File: src/rtl/cla_pipe_adder_pkg.sv
// Shared constants and the carry-look-ahead helper used by the CLA group.
// The helper flattens the carry recurrence into a sum of generate/propagate products.
package cla_pipe_adder_pkg;

    localparam int MAX_BLOCK = 64;

    // Carry out of bit 'top' given per-bit propagate/generate and group carry-in
    function automatic logic la_carry(
        input logic [MAX_BLOCK-1:0] p,
        input logic [MAX_BLOCK-1:0] g,
        input logic                 c0,
        input logic [5:0]           top
    );
        logic acc;
        logic run;
        acc = g[top];
        run = p[top];
        for (int j = MAX_BLOCK - 2; j >= 0; j--) begin
            if (j < int'(top)) begin
                acc = acc | (run & g[j[5:0]]);
                run = run & p[j[5:0]];
            end
        end
        return acc | (run & c0);
    endfunction

endpackage

File: src/rtl/cla_group.sv
// Combinational BLOCK-bit carry-look-ahead group: sum, carry out, carry into
// the group's top bit, and group propagate/generate.
module cla_group
    import cla_pipe_adder_pkg::*;
#(
    parameter int BLOCK = 4
) (
    input  logic [BLOCK-1:0] a,
    input  logic [BLOCK-1:0] b,
    input  logic             c0,
    output logic [BLOCK-1:0] s,
    output logic             c_out,
    output logic             c_msb,
    output logic             p,
    output logic             g
);

    logic [BLOCK-1:0] p_s;
    logic [BLOCK-1:0] g_s;
    logic [BLOCK:0]   c_s;

    assign p_s = a ^ b;
    assign g_s = a & b;

    // Every internal carry is computed directly from c0, not rippled
    always_comb begin
        c_s    = {(BLOCK + 1){1'b0}};
        c_s[0] = c0;
        for (int i = 0; i < BLOCK; i++) begin
            c_s[i+1] = la_carry(64'(p_s), 64'(g_s), c0, 6'(i));
        end
    end

    assign s     = p_s ^ c_s[BLOCK-1:0];
    assign c_out = c_s[BLOCK];
    assign c_msb = c_s[BLOCK-1];
    assign p     = &p_s;
    assign g     = la_carry(64'(p_s), 64'(g_s), 1'b0, 6'(BLOCK - 1));

endmodule

File: src/rtl/cla_pipe_adder.sv
// Pipelined CLA adder/subtractor: one BLOCK-bit group per stage, group carry
// registered between stages, valid/ready streaming with a global advance.
module cla_pipe_adder
    import cla_pipe_adder_pkg::*;
#(
    parameter int WIDTH = 16,
    parameter int BLOCK = 4
) (
    input  logic             clk,
    input  logic             rst_n,
    input  logic             in_valid,
    output logic             in_ready,
    input  logic [WIDTH-1:0] a,
    input  logic [WIDTH-1:0] b,
    input  logic             cin,
    input  logic             sub,
    output logic             out_valid,
    input  logic             out_ready,
    output logic [WIDTH-1:0] sum,
    output logic             cout,
    output logic             ovf
);

    localparam int NSTAGE = WIDTH / BLOCK;

    if (BLOCK < 1 || BLOCK > MAX_BLOCK || BLOCK > WIDTH) begin : g_bad_block
        $error("cla_pipe_adder: BLOCK must lie in 1..min(WIDTH, MAX_BLOCK)");
    end
    if (WIDTH % BLOCK != 0) begin : g_bad_width
        $error("cla_pipe_adder: WIDTH must be a multiple of BLOCK");
    end

    logic             adv_s;
    logic [WIDTH-1:0] bx_s;
    logic             c0_s;

    assign adv_s    = ~out_valid | out_ready;
    assign in_ready = adv_s;
    assign bx_s     = sub ? ~b : b;
    assign c0_s     = sub ? 1'b1 : cin;

    for (genvar k = 0; k < NSTAGE; k++) begin : g_stage
        localparam int SW = (k + 1) * BLOCK;

        logic [BLOCK-1:0] ga_s;
        logic [BLOCK-1:0] gb_s;
        logic [BLOCK-1:0] gs_s;
        logic             gc_s;
        logic             gco_s;
        logic             gcm_s;
        logic             gp_s;
        logic             gg_s;
        logic             stage_unused_s;
        logic             vld_in_s;
        logic [SW-1:0]    s_d;
        logic [SW-1:0]    s_q;
        logic             vld_q;
        logic             c_q;

        if (k == 0) begin : g_head
            assign ga_s     = a[BLOCK-1:0];
            assign gb_s     = bx_s[BLOCK-1:0];
            assign gc_s     = c0_s;
            assign vld_in_s = in_valid;
            assign s_d      = gs_s;
        end else begin : g_body
            assign ga_s     = g_stage[k-1].g_skew.a_q[BLOCK-1:0];
            assign gb_s     = g_stage[k-1].g_skew.b_q[BLOCK-1:0];
            assign gc_s     = g_stage[k-1].c_q;
            assign vld_in_s = g_stage[k-1].vld_q;
            assign s_d      = {gs_s, g_stage[k-1].s_q};
        end

        cla_group #(.BLOCK(BLOCK)) u_grp (
            .a    (ga_s),
            .b    (gb_s),
            .c0   (gc_s),
            .s    (gs_s),
            .c_out(gco_s),
            .c_msb(gcm_s),
            .p    (gp_s),
            .g    (gg_s)
        );

        assign stage_unused_s = ^{gp_s, gg_s, gcm_s};

        // Stage valid, completed low sum bits and group carry; frozen on stall
        always_ff @(posedge clk or negedge rst_n) begin
            if (!rst_n) begin
                vld_q <= 1'b0;
                s_q   <= {SW{1'b0}};
                c_q   <= 1'b0;
            end else if (adv_s) begin
                vld_q <= vld_in_s;
                s_q   <= s_d;
                c_q   <= gco_s;
            end
        end

        // Skew registers shrink by one group per stage: only pending bits travel
        if (k < NSTAGE - 1) begin : g_skew
            localparam int HW = WIDTH - SW;
            logic [HW-1:0] a_d;
            logic [HW-1:0] b_d;
            logic [HW-1:0] a_q;
            logic [HW-1:0] b_q;

            if (k == 0) begin : g_src
                assign a_d = a[WIDTH-1:BLOCK];
                assign b_d = bx_s[WIDTH-1:BLOCK];
            end else begin : g_src
                assign a_d = g_stage[k-1].g_skew.a_q[HW+BLOCK-1:BLOCK];
                assign b_d = g_stage[k-1].g_skew.b_q[HW+BLOCK-1:BLOCK];
            end

            // Pending operand bits for the groups still ahead
            always_ff @(posedge clk or negedge rst_n) begin
                if (!rst_n) begin
                    a_q <= {HW{1'b0}};
                    b_q <= {HW{1'b0}};
                end else if (adv_s) begin
                    a_q <= a_d;
                    b_q <= b_d;
                end
            end
        end

        if (k == NSTAGE - 1) begin : g_tail
            logic ovf_q;

            // Signed overflow: carry into the MSB differs from carry out of it
            always_ff @(posedge clk or negedge rst_n) begin
                if (!rst_n) begin
                    ovf_q <= 1'b0;
                end else if (adv_s) begin
                    ovf_q <= gco_s ^ gcm_s;
                end
            end
        end
    end

    assign out_valid = g_stage[NSTAGE-1].vld_q;
    assign sum       = g_stage[NSTAGE-1].s_q;
    assign cout      = g_stage[NSTAGE-1].c_q;
    assign ovf       = g_stage[NSTAGE-1].g_tail.ovf_q;

endmodule

File: config.mk
export PLATFORM = sky130hd
export DESIGN_NAME = cla_pipe_adder
export DESIGN_NICKNAME = d
export VERILOG_FILES = /design/src/rtl/cla_pipe_adder_pkg.sv /design/src/rtl/cla_group.sv /design/src/rtl/cla_pipe_adder.sv
export SDC_FILE = /design/constraint.sdc
export NUM_CORES = 1
export LEC_CHECK = 0
export CELL_PAD_IN_SITES_DETAIL_PLACEMENT = 0
export CELL_PAD_IN_SITES_GLOBAL_PLACEMENT = 1
export CORE_MARGIN = 2
export CORE_UTILIZATION = 38
export CTS_CLUSTER_SIZE = 28
export DETAILED_ROUTE_END_ITERATION = 6
export PLACE_DENSITY = 0.83
export SKIP_CTS_REPAIR_TIMING = 1
export SYNTH_ARGS = -nofsm -noshare
export SYNTH_HDL_FRONTEND = slang
export SYNTH_SLANG_ARGS = --single-unit
File: constraint.sdc
create_clock -name clk -period 1.3 [get_ports clk]
set_input_delay 0.26 -clock clk [delete_from_list [all_inputs] [get_ports clk]]
set_output_delay 0.26 -clock clk [all_outputs]
set_load 0.1 [all_outputs]
[Word level (Yosys, flattened, before mapping)]
Index checks and enable logic that the tools add are counted.
Word-level totals
  register bits after elaboration: 97
Cells by class
  multiplexer cells: 2
  bitwise logic cells: 120
Operators by type and width (number)
  bitwise AND 1 bit: 64
  bitwise OR 1 bit: 41
  XOR 4 bit: 8
  bitwise AND 4 bit: 4
  2-to-1 mux 16 bit: 1
  inverter 16 bit: 1
  2-to-1 mux 1 bit: 1
  inverter 1 bit: 1
  XOR 1 bit: 1

[Longest topological paths before layout]
  depth after elaboration: 8
  depth in mapped cells: 8

[By module]
Synthesis repeated with hierarchy kept, for this count alone.
Second synthesis, totals
  cells, all modules: 318
  area, all modules: 4636.9 um^2
By module, submodules not included
  cla_pipe_adder: times used 1, cells an instance 226, area each 3843.7 um^2
  cla_group (g_stage[0].u_grp ...): times used 3, cells an instance 23, area each 195.2 um^2
  cla_group (g_stage[1].u_grp): times used 1, cells an instance 23, area each 207.7 um^2

[Worst setup path after synthesis]
No wires, ideal clock.
  path kind: reg2reg
  start point: reg g_stage[3].vld_q, in the netlist out_valid
  end point: reg g_stage[0].s_q[0]
  library setup time: 147 ps
  arrival time: 1840 ps
  data required time: 1153 ps
  path slack: -687 ps
  cell stages (with the launch flop): 6
  cell sequence: dfrtp_1 > nor2b_1 > buf_2 > inv_4 > buf_2 > a21oi_1
Between the ends
  cells in the longest elaborated chain, start to end: 2
Ends and longest elaborated chain
  start: declaration: line cla_pipe_adder.sv:57  | logic vld_q;
  start signal: assignment: line cla_pipe_adder.sv:94  | vld_q <= vld_in_s;
  inverter 1 bit: line cla_pipe_adder.sv:37  | assign adv_s = ~out_valid | out_ready;
  bitwise OR 1 bit: line cla_pipe_adder.sv:37
  net in_ready: line cla_pipe_adder.sv:12  | output logic in_ready,
  end signal: assignment: line cla_pipe_adder.sv:91  | s_q <= {SW{1'b0}};
  end: declaration: line cla_pipe_adder.sv:56  | logic [SW-1:0] s_q;
The timed path passes the listed nets, and every way through them passes these cells.
A chain may end at the register's enable or synchronous reset.

[Worst setup path after layout]
  start point: reg g_stage[3].vld_q, in the netlist out_valid
  end point: out in_ready
Between the ends
  cells in the longest elaborated chain, start to end: 2
Ends and longest elaborated chain (line)
  inverter 1 bit: cla_pipe_adder.sv:37
  bitwise OR 1 bit: cla_pipe_adder.sv:37
  end: declaration: cla_pipe_adder.sv:12
Every way passes these cells.

==> results_tabular.tex <==
\begin{tabular}{lr}
\hline
Metric & Value \\
\hline
\multicolumn{2}{l}{\textbf{Yosys}} \\
Async set-or-reset flop fraction in the synthesized netlist & 1.00 \\
Count of mapped cells out of synthesis & 462 \\
Post-synth design cell area & 4380 sq um \\
Leading register cell type out of synthesis & dfrtp\_1 \\
Unique cell type count in the Yosys netlist & 28 \\
Synthesized area per cell & 9.47 sq um \\
Count of warnings emitted by yosys & 0 \\
\#FFs+latches synth & 97 \\
Number of synthesized flops with an enable pin & 0 \\
Syn\_nets & 522 \\
Proportion of synthesized chip area in sequential cells & 0.555 \\
\multicolumn{2}{l}{\textbf{Die}} \\
Std-Cell Rows & 39 \\
Die Wd & 111 um \\
I/O pin count & 58 \\
Overall die area & 12400 sq um \\
Floorplan core area & 11300 sq um \\
Starting density of the core & 0.387 \\
Height of the die & 111 um \\
\multicolumn{2}{l}{\textbf{Timing}} \\
Max Clock Skew & 7.83 ps \\
Number of max-slew violations in the final report & 0 \\
Final hold violations & 0 \\
Crit path setup slack, layout & -224 ps \\
Post-layout minimum cycle time & 1520 ps \\
Slew at the pin closest to its max-slew limit & 357 ps \\
Post-route fraction of the period consumed by the critical path & 1.17 \\
Maximum clock frequency & 656 MHz \\
Hold\_ws & 370 ps \\
Unrepaired setup endpoints after global routing & yes \\
Remaining max-slew budget at the tightest pin & 0.762 \\
Final Setup Violations & 20 \\
\multicolumn{2}{l}{\textbf{Worst setup path}} \\
Worst reg2reg path depth & 5 \\
Largest fanout on the critical path & 5 \\
R2r setup slk & -190 ps \\
Series of cell instances along the critical path & nor2b\_4 > clkinv\_4 > buf\_12 \\
Type of element capturing the critical path & output pin \\
Worst r2r dst & ovf \\
Delay of the slowest cell on the worst path & 400 ps \\
CP Capture Point & in\_ready \\
WP data arrival & 1260 ps \\
Critical path's slowest cell & dfrtp\_4 \\
Worst Setup Start Kind & register \\
Crit path launch & out\_valid \\
Startpoint of the worst register-to-register path & g\_stage[2].g\_skew.a\_q[0] \\
Path type of the worst setup path & register to output pin \\
Required @ worst endpoint & 1040 ps \\
\multicolumn{2}{l}{\textbf{Power and ir drop}} \\
Net switching power & 7420 uW \\
Maximum resistive drop on vdd & 2.11 mV \\
P\_leak & 0.00304 uW \\
Clock power frac & 0.174 \\
Net switching fraction of the power & 0.418 \\
Combinational group share of total power & 0.518 \\
Cell internal power dissipation & 10300 uW \\
Power share of the sequential group & 0.307 \\
Power per cell area & 2820 nW/um\^{}2 \\
\multicolumn{2}{l}{\textbf{Layout}} \\
Area used by sequential logic in the layout & 2430 sq um \\
Fraction of layout cells with a size suffix above 1 & 0.257 \\
Multi-input logic area & 2050 sq um \\
\# nets final & 620 \\
Number of inserted filler cells in the final layout & 1003 \\
Post-synthesis to final-layout area growth & 43.9\% \\
Ant. Diodes & 0 \\
\multicolumn{2}{l}{\textbf{Clocking}} \\
CTS buffer count & 9 \\
Number of H-tree branching levels & 3 \\
Worst skew pair latency & 340 ps \\
Clk sink count & 97 \\
CTS root buffer & clkbuf\_16 \\
Clock tree from TritonCTS & yes \\
Clock transition at path regs & 70 ps \\
Buffer levels on the longest clock path & 2 \\
\multicolumn{2}{l}{\textbf{Placed design}} \\
Routability cong. & 0.743 \\
Number of I/O port buffers & 57 \\
HPWL reported at the end of detailed placement & 6.33 mm \\
Post-placement setup slack & -838 ps \\
\multicolumn{2}{l}{\textbf{GRT}} \\
Largest net degree at the start of global routing & 32 \\
Via count of the first global-routing pass & 3365 \\
First-pass GRT wire length & 15.3 mm \\
Overall routing resource usage & 0.149 \\
Antenna violations before repair & 0 \\
Sum of overflow across all layers after global routing & 0 \\
\multicolumn{2}{l}{\textbf{Run}} \\
Max Cap Violations & 0 \\
\multicolumn{2}{l}{\textbf{Route}} \\
Iteration count of the initial detailed-routing pass & 4 \\
Remaining antenna violation count after routing & 0 \\
Met2 Wirelength & 4.69 mm \\
Wire length on met3 & 249 um \\
Vias after detailed routing & 3343 \\
Remaining routing DRC violations & 0 \\
Met1 routed wirelength after detailed routing & 4.34 mm \\
Total wirelength of the detailed-routed design & 9.47 mm \\
Average via count per standard cell & 4.72 \\
Highest metal layer used by the detailed router & met4 \\
Mean routed wirelength per cell & 13.4 um \\
Violation count after the first detailed-route iteration & 115 \\
\multicolumn{2}{l}{\textbf{Worst hold path}} \\
Hold Crit Class & input pin to asynchronous set/reset pin \\
\multicolumn{2}{l}{\textbf{Outcome}} \\
Status & finished with violations \\
Violations in the final reports & setup timing \\
\hline
\end{tabular}
per-layer routing:
layer	track usage	up-vias
met5	0	-
met4	0.0691	0
met3	0.0202	17
met2	0.243	61
met1	0.199	1611
li1	-	1654
power by group through the flow:
stage	clock network (uW)	logic, uW	registers, uW
floorplan	0	3480	7170
global placement	0	7830	5350
detailed placement	0	8030	5400
CTS	3120	8070	5370
global route	3240	9920	5620
finish	3100	9210	5460
cells by family (layout without fill, tap and decap cells):
| group | Yosys count | count (layout) | share of synthesized area |
|---|---|---|---|
| muxes | 1 | 1 | 0.00229 |
| buffers and inverters | 29 | 132 | 0.0432 |
| xor gates and xnor gates | 25 | 25 | 0.0500 |
| adders and majority gates | 22 | 22 | 0.0698 |
| DFF | 97 | 97 | 0.555 |
| and+or+nand+nor | 229 | 229 | 0.201 |
| AOI/OAI and AO/OA | 59 | 59 | 0.0792 |
synth_stat cells, types with 3 or more instances:
cell | instances | area (sq um)
fa_1 | 4 | 80.1
o21ai_1 | 6 | 30.0
buf_4 | 7 | 52.6
dfrtp_1 | 97 | 2430
nor2_1 | 10 | 37.5
xnor2_1 | 18 | 158
xor2_1 | 7 | 61.3
nand2_1 | 215 | 807
o21ai_0 | 22 | 110
inv_1 | 5 | 18.8
buf_6 | 5 | 56.3
a21oi_1 | 15 | 75.1
buf_2 | 10 | 50.1
a21o_1 | 3 | 22.5
a211oi_1 | 6 | 45.0
ha_1 | 18 | 225
state kept, by name (all words and copies together), names as in the netlist:
name,cells
g_stage.g_skew.a_q,24
cout,1
out_valid,1
ovf,1
g_stage.g_skew.b_q,24
g_stage.s_q,24
g_stage.vld_q,3
g_stage.c_q,3
sum,16
metrics by stage:
step                TNS [ps]  area [sq um]  cells  total power (uW)  utilization
finish                 -1440          6300    708             17800        0.556
global route           -3430          6300    708             18800        0.556
CTS                    -3650          5910    690             16600        0.522
detailed placement    -20100          5560    674             13400        0.491
global placement      -18360          5560    674             13200        0.491
floorplan              -9940          4520    462             10600            -
area by class of cell:
type,count,share of cell area
multi-input combinational,336,0.326
clock inverter,6,0.0181
inverter,6,0.00437
tap,143,0.0284
timing repair buffer,109,0.199
sequential,97,0.386
clock buffer,10,0.0379
timing repair inverter,1,0.000794
how the worst min path moves through the flow:
| stage | startpoint | endpoint | slack, ps | depth (start not counted) |
|---|---|---|---|---|
| after global routing | rst_n | g_stage[0].g_skew.a_q[7] | 390 | 2 |
| final | rst_n | g_stage[0].g_skew.a_q[11] | 370 | 2 |
| after CTS | rst_n | g_stage[0].g_skew.a_q[11] | -170 | 1 |
| after detailed placement | rst_n | g_stage[0].g_skew.a_q[11] | 200 | 1 |
| after floorplan | rst_n | cout | -40 | 0 |
| after global placement | rst_n | g_stage[0].g_skew.a_q[11] | 190 | 1 |
cells in the final DEF (no fill, tap or decap), types with 2 or more instances in the layout:
cell             Yosys  routed
xnor2_2              0       4
inv_1                5       4
clkinvlp_4           0       2
clkdlybuf4s50_1      0      29
ha_4                 0       7
nor2_1              10       8
o21bai_2             1       2
xor2_1               7       4
a21oi_1             15       4
o21ai_1              6      22
dlymetal6s2s_1       0       5
a21oi_2              0      11
clkbuf_16            0       9
xnor2_1             18      14
xor2_2               0       3
dfrtp_1             97      95
nor2_4               0       2
o21ai_2              2       6
a21o_1               3       3
fa_2                 0       4
a211oi_2             1       2
buf_12               0      25
a211oi_1             6       2
a211oi_4             0       3
ha_1                18      10
bufinv_16            0       3
o21ai_0             22       2
buf_4                7      43
nand2_1            215     214
buf_6                5       4
critical path: cells and delay by family, from the launching register on:
family	cells	cell delay [ps]
buffers and inverters	2	300
flip-flops	1	400
AND/OR/NAND/NOR	1	220
Note: power is estimated with default switching activity, not from simulation.
